===== config.mk =====
export PLATFORM = sky130hd
export DESIGN_NAME = morse_seq_game
export DESIGN_NICKNAME = d
export VERILOG_FILES = /design/src/rtl/morse_seq_game_pkg.sv /design/src/rtl/morse_seq_game_sym_capture.sv /design/src/rtl/morse_seq_game.sv
export SDC_FILE = /design/constraint.sdc
export NUM_CORES = 1
export LEC_CHECK = 0
export BUFFER_PORTS_ARGS = -buffer_cell sky130_fd_sc_hd__buf_2
export CORE_AREA = 3 3 92 94
export DETAILED_ROUTE_END_ITERATION = 7
export DIE_AREA = 0 0 95 97
export PLACE_DENSITY_LB_ADDON = 0.2
export SLEW_MARGIN = 20
export SYNTH_ARGS = -nofsm -noshare
export SYNTH_HDL_FRONTEND = slang
export SYNTH_SLANG_ARGS = --single-unit

===== constraint.sdc =====
create_clock -name clock -period 2.2 [get_ports clock]
set_input_delay 0.11 -clock clock [delete_from_list [all_inputs] [get_ports clock]]
set_output_delay 0.11 -clock clock [all_outputs]
set_load 0.01 [all_outputs]

===== src/rtl/morse_seq_game_pkg.sv =====
// Shared definitions for the morse-sequence memory game: state codes and
// default symbol/buffer dimensions used by the top level and the rate divider.
package morse_seq_game_pkg;

   localparam int SYM_W_DEF = 3;
   localparam int DEPTH_DEF = 16;

   typedef enum logic [1:0] {
      S_IDLE     = 2'd0,
      S_P1_ENTER = 2'd1,
      S_P2_ENTER = 2'd2,
      S_RESULT   = 2'd3
   } state_t;

endpackage


===== src/rtl/morse_seq_game_sym_capture.sv =====
// Thermometer-coded symbol capture: each tick with the key held shifts in a one,
// saturating at all-ones. Clear has priority, so a commit drops a same-cycle tick.
module sym_capture #(
   parameter int SYM_W = 3
) (
   input  logic             clock,
   input  logic             reset,
   input  logic             en,
   input  logic             tick,
   input  logic             key_in,
   input  logic             clear,
   output logic [SYM_W-1:0] sym
);

   // NOTE: sequential state uses non-blocking assignments so every flop samples pre-edge values.
   always_ff @(posedge clock) begin
      if (reset) begin
         sym <= '0;
      end else if (clear) begin
         sym <= '0;
      end else if (en && tick && key_in) begin
         sym <= {sym[SYM_W-2:0], 1'b1};
      end
   end

endmodule


===== src/rtl/morse_seq_game.sv =====
// Two-player morse-sequence memory game: player 1 stores a symbol sequence,
// player 2 replays it and is scored against the stored buffer.
module morse_seq_game
   import morse_seq_game_pkg::*;
#(
   parameter int  SYM_W  = SYM_W_DEF,
   parameter int  DEPTH  = DEPTH_DEF,
   localparam int ADDR_W = $clog2(DEPTH),
   localparam int CNT_W  = ADDR_W + 1
) (
   input  logic             clock,
   input  logic             reset,
   input  logic             tick,
   input  logic             key_in,
   input  logic             next_in,
   input  logic             done_in,
   input  logic             strict,
   output logic [1:0]       state,
   output logic [SYM_W-1:0] cur_sym,
   output logic [CNT_W-1:0] p1_len,
   output logic [CNT_W-1:0] p2_idx,
   output logic [CNT_W-1:0] score,
   output logic             full,
   output logic             complete,
   output logic             correct
);

   state_t           state_q, state_d;
   logic [SYM_W-1:0] mem [DEPTH];
   logic [CNT_W-1:0] p1_len_q, p2_idx_q, score_q;
   logic [CNT_W-1:0] p1_len_post, p2_idx_inc;
   logic             p1_commit, p2_cmp, sym_match, round_start;
   logic             cap_en, cap_clear;

   assign p1_commit   = (state_q == S_P1_ENTER) && next_in && (cur_sym != '0) && !full;
   assign p2_cmp      = (state_q == S_P2_ENTER) && next_in;
   assign sym_match   = (cur_sym == mem[p2_idx_q[ADDR_W-1:0]]);
   assign round_start = (state_q == S_IDLE) && done_in;
   assign p1_len_post = p1_commit ? p1_len_q + 1'b1 : p1_len_q;
   assign p2_idx_inc  = p2_idx_q + 1'b1;

   // NOTE: every combinational output gets a default first so no path infers a latch.
   always_comb begin
      state_d = state_q;
      case (state_q)
         S_IDLE: begin
            if (done_in) state_d = S_P1_ENTER;
         end
         S_P1_ENTER: begin
            if (done_in && (p1_len_post != '0)) state_d = S_P2_ENTER;
         end
         S_P2_ENTER: begin
            if (done_in) begin
               state_d = S_RESULT;
            end else if (p2_cmp && ((p2_idx_inc == p1_len_q) || (!sym_match && strict))) begin
               state_d = S_RESULT;
            end
         end
         S_RESULT: begin
            if (done_in) state_d = S_IDLE;
         end
         default: state_d = S_IDLE;
      endcase
   end

   always_ff @(posedge clock) begin
      if (reset) state_q <= S_IDLE;
      else       state_q <= state_d;
   end

   always_ff @(posedge clock) begin
      if (reset) begin
         p1_len_q <= '0;
         p2_idx_q <= '0;
         score_q  <= '0;
      end else if (round_start) begin
         p1_len_q <= '0;
         p2_idx_q <= '0;
         score_q  <= '0;
      end else begin
         p1_len_q <= p1_len_post;
         if (p2_cmp) begin
            p2_idx_q <= p2_idx_inc;
            if (sym_match) score_q <= score_q + 1'b1;
         end
      end
   end

   // NOTE: the symbol buffer is deliberately not reset; only the write enable is gated by reset.
   always_ff @(posedge clock) begin
      if (!reset && p1_commit) mem[p1_len_q[ADDR_W-1:0]] <= cur_sym;
   end

   assign cap_en    = (state_q == S_P1_ENTER) || (state_q == S_P2_ENTER);
   assign cap_clear = (state_d != state_q) || p1_commit || p2_cmp;

   sym_capture #(.SYM_W(SYM_W)) u_sym_capture (
      .clock  (clock),
      .reset  (reset),
      .en     (cap_en),
      .tick   (tick),
      .key_in (key_in),
      .clear  (cap_clear),
      .sym    (cur_sym)
   );

   assign state    = state_q;
   assign p1_len   = p1_len_q;
   assign p2_idx   = p2_idx_q;
   assign score    = score_q;
   assign full     = (p1_len_q == CNT_W'(DEPTH));
   assign complete = (state_q == S_RESULT);
   assign correct  = complete && (score_q == p1_len_q);

endmodule

* Word level (Yosys, flattened, before mapping)
Memory sizes are Yosys's and may differ from the RTL's. A register that Yosys moved wholly into a read port is not among the register bits.
Index checks and enable logic that the tools add are counted.
** Word-level totals
- Input port bits :: 7
- Output and inout bits :: 23
- Bits in writable memories :: 48
- Register bits :: 20
- Word-level logic and storage cells :: 53
- Memories :: 1
** Memory list
- mem :: depth 16, bits a word 3, read ports 1, clocked after Yosys merged registers in 1, wr ports 1, line morse_seq_game.sv:29 : logic [SYM_W-1:0] mem [DEPTH];
** Operators by class
- Add/subtract/negate cells :: 3
- Reduce and logical (&&, ||, !) cells :: 25
- Equal/unequal tests :: 8
- Mux-type cells :: 11
** Operator list (count)
- 5-bit by 1-bit adder with 5-bit output, second input constant :: 3
- 1-bit logical AND :: 12
- 5-bit equality test :: 2
- 2-bit 2-to-1 mux :: 5
- 4-bit 2-to-1 mux :: 2
- 2-bit case mux with 4 select lines :: 1
- 5-bit equality test, second input constant :: 1
- 5-bit 2-to-1 mux :: 1
- 5-bit nonzero test :: 1
- 2-bit equality test, second input constant :: 2
- 1-bit logical OR :: 4
- 2-bit OR reduction :: 2
- 3-bit equality test :: 1
- 1-bit logical NOT :: 3
- 3-bit nonzero test :: 1
- 2-bit by 1-bit equality test with 1-bit output, second input constant :: 1
- 2-bit logical NOT :: 1
- 1-bit 2-to-1 mux :: 2
- 2-bit inequality test :: 1
- 2-bit AND reduction :: 1

* Logic depth before layout (Yosys ltp)
Gate-level depths: netlist (run 1).
- Depth in word-level cells :: 13
- Gate-level depth with buffers :: 10
- Gate-level depth less buffers :: 9

* Cells and area by module
From an unflattened synthesis (run 1), not the netlist that was laid out.
** Unflattened totals
- Cell total of the unflattened synthesis :: 279
- Area, all modules :: 3492.1 um^2
** Modules (own cells, without submodules)
- morse_seq_game :: cells an instance 268, area an instance 3368.2 um^2, times used 1
- sym_capture :: cells an instance 11, area an instance 123.9 um^2, times used 1

* Worst setup path after synthesis (run 1)
No wires, ideal clock.
- Kind :: reg2reg
- Start point :: reg p1_len_q[0], in the netlist p1_len[0]
- End point :: reg u_sym_capture.sym[1]
- Period minus slack after synthesis :: 2.375 ns
- Arrival :: 2.297 ns
- Data required time :: 2.122 ns
- Setup time :: 0.078 ns
- Setup slack :: -0.175 ns
- Stages on the path, launching flop included :: 11
- Path buffers :: 1
- Cells stage by stage :: dfxtp_1 clkbuf_1 inv_1 ha_1 nor4bb_1 nand2b_1 o2bb2ai_1 nand2_1 a31oi_1 o211ai_1 nor3_1
** Between the ends
- Cells in the longest elaborated chain, start to end :: 12
- Elaborated cells between the ends (all ways) :: 18
- Classes of those cells :: 1 x add/sub; 3 x eq/ne; 5 x mux; 9 x reduce/logical
** Ends and longest elaborated chain
- from (decl) :: line morse_seq_game.sv:30 : logic [CNT_W-1:0] p1_len_q, p2_idx_q, score_q;
- from (signal assigned) :: line morse_seq_game.sv:81 : p1_len_q <= p1_len_post;
- 5-bit equality test * :: line morse_seq_game.sv:111 : assign full = (p1_len_q == CNT_W'(DEPTH));
- named net full :: line morse_seq_game.sv:23 : output logic full,
- 1-bit logical NOT * :: line morse_seq_game.sv:35 : assign p1_commit = (state_q == S_P1_ENTER) && next_in && (cur_sym != '0) && !full;
- 1-bit logical AND * :: line morse_seq_game.sv:35
- 5-bit 2-to-1 mux :: line morse_seq_game.sv:39 : assign p1_len_post = p1_commit ? p1_len_q + 1'b1 : p1_len_q;
- 5-bit nonzero test :: line morse_seq_game.sv:50 : if (done_in && (p1_len_post != '0)) state_d = S_P2_ENTER;
- 1-bit logical AND :: line morse_seq_game.sv:50
- 2-bit 2-to-1 mux :: line morse_seq_game.sv:50
- 2-bit case mux with 4 select lines :: line morse_seq_game.sv:45 : case (state_q)
- 2-bit inequality test :: line morse_seq_game.sv:95 : assign cap_clear = (state_d != state_q) || p1_commit || p2_cmp;
- 1-bit logical OR * (2 in series) :: line morse_seq_game.sv:95
- 2-bit OR reduction (no source line) *
- to (signal assigned) :: line morse_seq_game_sym_capture.sv:22 : sym <= {sym[SYM_W-2:0], 1'b1};
- to (decl) :: line morse_seq_game_sym_capture.sv:12 : output logic [SYM_W-1:0] sym
Mark *: on every way through the listed nets, which the timed path passes. The rest lies on a longest branch.
A chain may end at the register's enable or synchronous reset.

==> run summary, run 1 <==
Yosys reg bits = 72
Die height = 97 um
Initial antenna violation count = 0
Worst Clk Skew = 0.0111 ns
Routing usage on met1 = 25.5%
Max Cap Viol = 0
Ys Warns = 0
Worst path cell trace = mux4_2 -> mux4_2 -> xor2_4 -> o31ai_2 -> a21oi_1 -> o31a_1
Most frequent cells in the layout = edfxtp_1 (48), nor2_1 (34), buf_2 (29), buf_4 (24), dfxtp_1 (22)
Final Setup Violations = 6
Setup ws final = -0.138 ns
Prevailing post-synth register cell = edfxtp_1
Met3 Use GR = 4.35%
Final hold slack = 0.131 ns
Slew Limit Fails = 0
Clk_lat worst skew = 0.35 ns
First-pass GRT wire length = 12,200 um
Sink Count = 72
Commonest non-fill, non-tap cell in the layout = edfxtp_1
DRT Wirelength = 7760 um
Top Usage Layer GRT = met2
Largest net degree at the start of global routing = 24
Tightest Pin Transition = 0.556 ns
Asr flop ratio synth = 0%
Row count = 32
Cell count along the critical path = 6
Final ANT Viol Nets = 0
Reg clk slew, reported paths = 0.08 ns
Worst EP arrival = 2.58 ns
HP Start = key_in
Worst setup path class = flip-flop to flip-flop
Worst Hold Class = primary input to flip-flop
P_int = 1870 uW
Final Hold Viols = 0
DRC viols = 0
Post-layout min period = 2.34 ns
Part of the Yosys area used for sequential elements = 56.2%
Sw frac = 22.5%
Max Fclk = 0.428 GHz
Synth Area per Inst = 12.3 um2
Violated checks = setup timing
Power Density = 578 nW/um2
Area Growth Syn to Fin = 21.8%
Die W = 95 um
I/O Buffers = 29
Crit share post-route = 106%
Buf+Inv Stages, Crit Path = 0
TritonCTS clock tree = yes
Placer congestion estimate = 0.876
DR iter-0 viols = 152
Post-synthesis cell area = 3420 um2
I/O Pins = 30
Worst path required time = 2.44 ns
RSZ-0062 raised after global routing = yes
Ant diodes = 0
Syn_nets = 295
TNS Setup = -0.488 ns
CP delay by family, top = multiplexers
Pre-CTS setup slack = -0.195 ns
GRT met2 Usage = 26.6%
Slew margin rel. = 62.9%
Yosys cell types = 45
CTS root buffer = clkbuf_8
Final HPWL DP = 5620 um
Cell mode on critical path = mux4_2
Worst vdd ir = 0.359 mV
Worst setup EP type = flip-flop
Vias = 2,317
CP max stage delay = 0.54 ns
Final core occ = 53.9%
Vias in the first global route = 2,342
Congestion Overflow GR = 0
Clock buffer depth = 2
Outcome = finished, violations left
Post-DR wirelength/cell = 17.8 um
Net Switching = 542 uW
Reg2Reg Depth = 6
Power share of the sequential group = 59.3%
Clk pwr share = 36.8%
Die ar. = 9220 um2
First-pass DRT Iterations = 4
Hold path cells = 3
Layout cells sized above 1 = 31.0%
Via/cell ratio = 5.30
CTS Buf Count = 9
Core ar. = 7730 um2
Initial core utilization = 44.3%
Comb pwr share = 3.9%
Critical Path Source Type = flip-flop
Crit-path max FO = 6
Post-synth EDFFs = 48
Synth Instances = 277
CP max stage cell = mux4_2
Leakage power = 0.00158 uW
Final Net Count = 348
H-tree depth = 3
GR Util All Layers = 17.8%
[stage by stage]
stage / instance area (um2) / total power, uW / instances
finish: 4170 / 2410 / 437
global route: 4170 / 2500 / 437
CTS: 4100 / 2430 / 436
detailed placement: 3890 / 1550 / 417
global placement: 3890 / 1550 / 417
floorplan: 3480 / 1520 / 277
[Yosys cell counts (3+ instances only)]
cell type / instances / share of area, %
a21oi_1: 9 / 1.3
nand2b_1: 4 / 0.73
dfxtp_1: 24 / 14
xnor2_1: 15 / 3.8
ha_1: 11 / 4.0
o21ai_0: 5 / 0.73
nor3_1: 10 / 1.5
nand2_1: 15 / 1.6
nor2_1: 36 / 4.0
mux2i_1: 13 / 3.8
xor2_1: 9 / 2.3
nand4_1: 6 / 1.1
nand3_1: 4 / 0.59
mux4_2: 12 / 7.9
edfxtp_1: 48 / 42
clkbuf_1: 12 / 1.3
inv_1: 10 / 1.1
a21o_1: 3 / 0.66
[worst register-to-register path: cells and delay by family (launching register included)]
| kind | cells | cell delay, ns |
|---|---|---|
| muxes | 2 | 1.05 |
| xor gates and xnor gates | 1 | 0.21 |
| AOI/OAI and AO/OA | 3 | 0.59 |
| DFF | 1 | 0.40 |
[state kept, by name, indices dropped and copies added, names as in the netlist, named ones only]
register,cells
mem,48
p1_len,5
p2_idx,5
score,5
u_sym_capture.sym,3
state,2
[power groups by stage]
stage          Combinational (uW)  Sequential (uW)  Clock, uW
2_1_floorplan                50.7             1470          0
3_3_place_gp                 88.2             1460          0
3_5_place_dp                 88.8             1460          0
4_1_cts                      91.6             1430        902
5_1_grt                       105             1430        963
6_report                     94.0             1430        886
[cell type report]
type	instances	area (um2)
clock buffer	12	135
multi-input combinational	179	1520
tap	102	128
fill	662	3560
inverter	10	37.5
sequential	72	1930
clock inverter	4	21.3
timing repair buffer	58	398
[per-layer routing]
metal / vias to the layer above / routed length, um
li1: 1106 / -
met1: 1143 / 3750
met2: 57 / 3610
met3: 11 / 313
met4: 0 / 86
met5: - / 0
[kinds of logic (layout without fill, tap and decap cells)]
group,count (synthesis),in the layout,synth area share [%]
multiplexers,26,26,12.0
AO/OA/AOI/OAI,31,31,5.82
AND/OR/NAND/NOR,87,87,12.6
adder cells (fa/ha/maj),11,11,4.02
flip-flops,72,72,56.2
buffers and inverters,26,84,3.22
XOR/XNOR,24,24,6.15
[path summary, 6_finish.rpt]
| check | endpoint | slack [ns] |
|---|---|---|
| worst max register to register | state[0] | -0.14 |
| worst min register to register | p2_idx[4] | 0.56 |
| worst min-delay path | u_sym_capture.sym[0] | 0.13 |
| worst max-delay path | state[0] | -0.14 |
[timing repair]
action	4_1_cts	5_1_grt
gates resized for setup	7	12
hold buffers	1	0
pin swaps	0	8
endpoints found under the hold margin	1	0
endpoints found under the setup margin	6	57
buffers inserted	2	1
No activity file was read; power rests on OpenSTA's default activity.
==> run 2: changes to the inputs <==
--- a/config.mk
+++ b/config.mk
@@ -6,9 +6,9 @@
 export NUM_CORES = 1
 export LEC_CHECK = 0
 export BUFFER_PORTS_ARGS = -buffer_cell sky130_fd_sc_hd__buf_2
-export CORE_AREA = 3 3 92 94
+export CORE_AREA = 2 2 91 93
 export DETAILED_ROUTE_END_ITERATION = 7
-export DIE_AREA = 0 0 95 97
+export DIE_AREA = 0 0 93 95
 export PLACE_DENSITY_LB_ADDON = 0.2
 export SLEW_MARGIN = 20
 export SYNTH_ARGS = -nofsm -noshare
==> run summary, run 2 (synthesis results as in run 1) <==
Buf+Inv Stages, Crit Path = 1 (+1)
Multi-input gate area = 1570 um2 (+3.3%)
Cell mode on critical path = mux2i_2
Met3 Use GR = 4.39% (+0.035 points)
Final HPWL DP = 5530 um (-1.7%)
Worst Clk Skew = 0.00519 ns (-0.00595 ns)
Power Density = 579 nW/um2 (about the same)
Worst Hold Class = primary input to flip-flop
GRT met2 Usage = 28.9% (+2.2 points)
Post-DR wirelength/cell = 18.0 um (+1.3%)
Initial core utilization = 43.2% (-1.1 points)
Fin area = 4270 um2 (+2.5%)
H-tree depth = 3 (unchanged)
Congestion Overflow GR = 0 (unchanged)
Reg clk slew, reported paths = 0.07 ns (about the same)
Worst path required time = 2.44 ns (about the same)
Total of fill cells in the finished design = 706 (+6.6%)
Worst setup EP type = flip-flop
Core ar. = 7930 um2 (+2.6%)
Largest net degree at the start of global routing = 24 (unchanged)
CP max stage delay = 0.52 ns (-0.02 ns)
Placer congestion estimate = 0.817 (-6.7%)
CP max stage cell = mux4_2
DRT Wirelength = 7950 um (+2.4%)
Area after DPL = 3900 um2 (+0.29%)
Max Cap Viol = 0 (unchanged)
Final Net Count = 350 (+0.57%)
GR Util All Layers = 19.2% (+1.4 points)
Final Hold Viols = 0 (unchanged)
Worst EP arrival = 2.65 ns (+0.07 ns)
Critical Path Source Type = flip-flop
First-pass DRT Iterations = 4 (unchanged)
I/O Pins = 30 (unchanged)
Max FFs per register = 48 (unchanged)
Final Setup Violations = 6 (unchanged)
Slew Limit Fails = 0 (unchanged)
Die W = 93 um (-2.1%)
Most frequent cells in the layout = edfxtp_1 (48), nor2_1 (33), buf_2 (29), buf_4 (27), dfxtp_1 (22)
Row count = 33 (+3.1%)
DRC viols = 0 (unchanged)
Die ar. = 8840 um2 (-4.1%)
Post-layout min period = 2.40 ns (+0.0651 ns)
Final ANT Viol Nets = 0 (unchanged)
RSZ-0062 raised after global routing = yes
Die height = 95 um (-2.1%)
Worst vdd ir = 0.279 mV (-22%)
Top Usage Layer GRT = met2
Leakage power = 0.00160 uW (+1.2%)
Post-route non-filler standard cell count = 442 (+1.1%)
I/O Buffers = 29 (unchanged)
Via/cell ratio = 5.23 (-1.3%)
Area Growth Syn to Fin = 24.9%
Violated checks = setup timing
Initial antenna violation count = 0 (unchanged)
Slew margin rel. = 61.6% (-1.3 points)
CTS Buf Count = 9 (unchanged)
Setup ws final = -0.203 ns (-0.0651 ns)
Clock buffer depth = 2 (unchanged)
Max Fclk = 0.416 GHz (-2.7%)
Outcome = finished, violations left
DR iter-0 viols = 169 (+11%)
First-pass GRT wire length = 12,200 um (-0.39%)
HP Start = tick
Routing usage on met1 = 27.1% (+1.6 points)
CP delay by family, top = multiplexers
Layout cells sized above 1 = 32.9% (+1.9 points)
Commonest non-fill, non-tap cell in the layout = edfxtp_1
Crit-path max FO = 6 (unchanged)
Vias = 2,312 (-0.22%)
TNS Setup = -0.813 ns (-0.325 ns)
Clk_lat worst skew = 0.35 ns (about the same)
Worst path cell trace = buf_12 -> mux4_2 -> mux2i_2 -> mux2i_2 -> nor2_1 -> o31ai_2 -> a21oi_2 -> o31a_1
Vias in the first global route = 2,186 (-6.7%)
TritonCTS clock tree = yes
Tightest Pin Transition = 0.576 ns (+0.0202 ns)
Placed instance count = 421 (+0.96%)
Ant diodes = 0 (unchanged)
Sink Count = 72 (unchanged)
CTS root buffer = clkbuf_8
Reg area = 1930 um2 (unchanged)
Worst setup path class = flip-flop to flip-flop
Crit share post-route = 109% (+3.0 points)
run 2: cell type report:
| type | instances | area share, % |
|---|---|---|
| Clock buffer | 13 | 3.72 |
| Clock inverter | 3 | 0.381 |
| Inverter | 10 | 0.878 |
| Multi-Input combinational cell | 179 | 36.7 |
| Sequential cell | 72 | 45.2 |
| Tap cell | 105 | 3.07 |
| Timing Repair Buffer | 60 | 10.1 |
run 2: where the power goes:
group          internal [uW]  total [uW]  leakage (uW)  switching [uW]
registers               1430        1430      0.000698            2.34
clock network            466         946     0.0000871             479
logic                   38.2        97.5      0.000812            59.3
total                   1930        2470       0.00160             541
run 2: metal layers:
layer	routed length, um	vias to the layer above	part of all wire [%]
met1	3800	1130	48
met3	382	8	4.8
met4	97	0	1.2
li1	-	1121	-
met5	0	-	0
met2	3670	53	46
run 2: final timing paths:
check                           slack [ns]  cells past startpoint                    to
worst min-delay path                  0.15                      3  u_sym_capture.sym[0]
worst max register to register       -0.20                      8              state[0]
worst min register to register        0.57                      2             p2_idx[4]
worst max-delay path                 -0.20                      8              state[0]
run 2: through the flow:
stage	power, uW	utilization, %	hold WS, ns	setup WS (ns)
floorplan	1520	-	0.182	-0.0749
global placement	1550	49.2	0.353	-0.116
detailed placement	1550	49.2	0.361	-0.193
finish	2470	53.9	0.148	-0.203
global route	2560	53.9	0.203	-0.299
CTS	2490	52.6	0.0925	-0.137
run 2: what timing repair did:
action / CTS / global route
cloned: 1 / 0
pin swaps: 1 / 6
endpoints found under the setup margin: 6 / 48
hold buffers: 1 / 0
hold endpoints to repair: 1 / 0
buffers inserted: 1 / 2
resized for setup: 9 / 16
run 2: worst register-to-register path, cell delays in order (launching register included):
cell and delay, ns:
dfxtp_4 0.37, buf_12 0.12, mux4_2 0.53, mux2i_2 0.21
mux2i_2 0.33, nor2_1 0.09, o31ai_2 0.31, a21oi_2 0.11
o31a_1 0.24
==> run 3: changes to the inputs <==
==> constraint.sdc (replaced) <==
create_clock -name clock -period 2.2 [get_ports clock]
set_input_delay 0.44 -clock clock [delete_from_list [all_inputs] [get_ports clock]]
set_output_delay 0.44 -clock clock [all_outputs]
set_load 0.01 [all_outputs]
==> run summary, run 3 (synthesis results as in run 1) <==
Max Fclk = 0.415 GHz (-0.19%)
Core ar. = 7930 um2 (unchanged)
Die ar. = 8840 um2 (unchanged)
Multi-input gate area = 1570 um2 (unchanged)
Worst EP arrival = 2.65 ns (about the same)
H-tree depth = 3 (unchanged)
Initial antenna violation count = 0 (unchanged)
Power Density = 580 nW/um2 (+0.22%)
Ant diodes = 0 (unchanged)
WHS Endpoint = state[1]
Post-route non-filler standard cell count = 441 (-0.23%)
Worst Hold Class = primary input to flip-flop
Leakage power = 0.00159 uW (-0.26%)
Worst setup EP type = flip-flop
Worst vdd ir = 0.278 mV (-0.39%)
Final HPWL DP = 5530 um (unchanged)
Clock buffer depth = 2 (unchanged)
Reg area = 1930 um2 (unchanged)
Commonest non-fill, non-tap cell in the layout = edfxtp_1
Post-DR wirelength/cell = 18.0 um (+0.28%)
I/O Buffers = 29 (unchanged)
Final Setup Violations = 6 (unchanged)
First-pass GRT wire length = 12,200 um (-0.11%)
Total Power = 2470 uW (about the same)
Violated checks = setup timing
Worst path cell trace = buf_12 -> mux4_2 -> mux2i_2 -> mux2i_2 -> nor2_1 -> o31ai_2 -> a21oi_2 -> o31a_1
DRT Wirelength = 7960 um (about the same)
Reg2Reg Capture Point = state[0]
Slew margin rel. = 61.7% (+0.070 points)
Max Cap Viol = 0 (unchanged)
Reg2Reg Depth = 8 (unchanged)
First-pass DRT Iterations = 4 (unchanged)
Most frequent cells in the layout = edfxtp_1 (48), nor2_1 (33), buf_2 (29), buf_4 (27), dfxtp_1 (22)
Slew Limit Fails = 0 (unchanged)
Post-layout min period = 2.41 ns (+0.00455 ns)
Max FFs per register = 48 (unchanged)
Congestion Overflow GR = 0 (unchanged)
Worst reg-to-reg setup slack = -0.21 ns (about the same)
Placed instance count = 421 (unchanged)
CTS root buffer = clkbuf_8
Buf+Inv Stages, Crit Path = 1 (unchanged)
Layout cells sized above 1 = 33.0% (+0.098 points)
Placer congestion estimate = 0.817 (unchanged)
Initial core utilization = 43.2% (unchanged)
I/O Pins = 30 (unchanged)
Reg clk slew, reported paths = 0.07 ns (about the same)
Critical Path Source Type = flip-flop
Worst path required time = 2.44 ns (about the same)
GR Util All Layers = 19.2% (about the same)
Hold path cells = 2 (-1)
DRC viols = 0 (unchanged)
Final Net Count = 349 (-0.29%)
Worst setup path class = flip-flop to flip-flop
Total of fill cells in the finished design = 707 (+0.14%)
Final ANT Viol Nets = 0 (unchanged)
CP max stage delay = 0.52 ns (about the same)
Outcome = finished, violations left
Hold_buf cts = 0 (-1)
Final Hold Viols = 0 (unchanged)
Via/cell ratio = 5.20 (-0.51%)
TritonCTS clock tree = yes
CP delay by family, top = multiplexers
Worst Clk Skew = 0.00577 ns (+0.000575 ns)
DR iter-0 viols = 170 (+0.59%)
Cell mode on critical path = mux2i_2
Die W = 93 um (unchanged)
Area Growth Syn to Fin = 24.6%
Sink Count = 72 (unchanged)
Setup ws final = -0.208 ns (-0.00455 ns)
HP Start = reset
Crit-path max FO = 6 (unchanged)
Die height = 95 um (unchanged)
Row count = 33 (unchanged)
CTS Buf Count = 9 (unchanged)
RSZ-0062 raised after global routing = yes
Clk_lat worst skew = 0.35 ns (about the same)
Tightest Pin Transition = 0.575 ns (-0.00105 ns)
Largest net degree at the start of global routing = 24 (unchanged)
Vias in the first global route = 2,184 (-0.091%)
Vias = 2,295 (-0.74%)
CP max stage cell = mux4_2
Crit share post-route = 109% (+0.21 points)
## run 3: cell types whose count changed in the layout (fill, tap and decap cells not counted), sizes merged
cell         before  now
dlygate4sd3       1    0
## run 3: how the worst max path moves through the flow
stage	from	depth (start not counted)	endpoint	slack [ns]
after global routing	flip-flop	8	state[0]	-0.30
after CTS	flip-flop	8	state[0]	-0.14
after global placement	flip-flop	8	score[0]	-0.12
final	flip-flop	8	state[0]	-0.21
after detailed placement	flip-flop	6	state[0]	-0.19
after floorplan	flip-flop	7	state[0]	-0.07
## run 3: routing by layer
| layer | share of wire [%] | vias up | global-route usage (%) |
|---|---|---|---|
| met5 | 0 | - | 0 |
| met4 | 1.2 | 0 | 7.60 |
| met3 | 4.1 | 8 | 4.39 |
| met2 | 46 | 47 | 28.7 |
| met1 | 48 | 1121 | 27.2 |
| li1 | - | 1119 | - |
## run 3: cell type report
cell class | count | share of cell area, %
clock buffers | 13 | 3.73
clock inverters | 3 | 0.382
repair buffers | 59 | 9.86
well taps | 105 | 3.08
flip-flops and latches | 72 | 45.3
inverters | 10 | 0.881
multi-input cells | 179 | 36.8
## run 3: what timing repair did
item,in CTS,in global routing
hold endpoints to repair,0,0
pin swaps,1,6
setup buffers,1,2
setup endpoints to repair,6,48
gates resized for setup,9,16
cloned,1,0
## run 3: where the power goes
part / internal, uW / switching, uW / total (uW) / leakage, uW
clock network: 466 / 480 / 947 / 0.0000871
logic: 37.0 / 58.9 / 95.9 / 0.000808
registers: 1430 / 2.34 / 1430 / 0.000698
total: 1930 / 542 / 2470 / 0.00159
## run 3: through the flow
step | instance area, um2 | setup WS (ns) | utilization (%) | hold WS [ns] | TNS (ns)
floorplan | 3480 | -0.0749 | - | 0.512 | -0.164
global placement | 3900 | -0.116 | 49.2 | 0.549 | -0.637
detailed placement | 3900 | -0.193 | 49.2 | 0.565 | -0.951
CTS | 4160 | -0.137 | 52.4 | 0.317 | -0.544
global route | 4260 | -0.299 | 53.8 | 0.347 | -1.27
finish | 4260 | -0.208 | 53.8 | 0.341 | -0.826
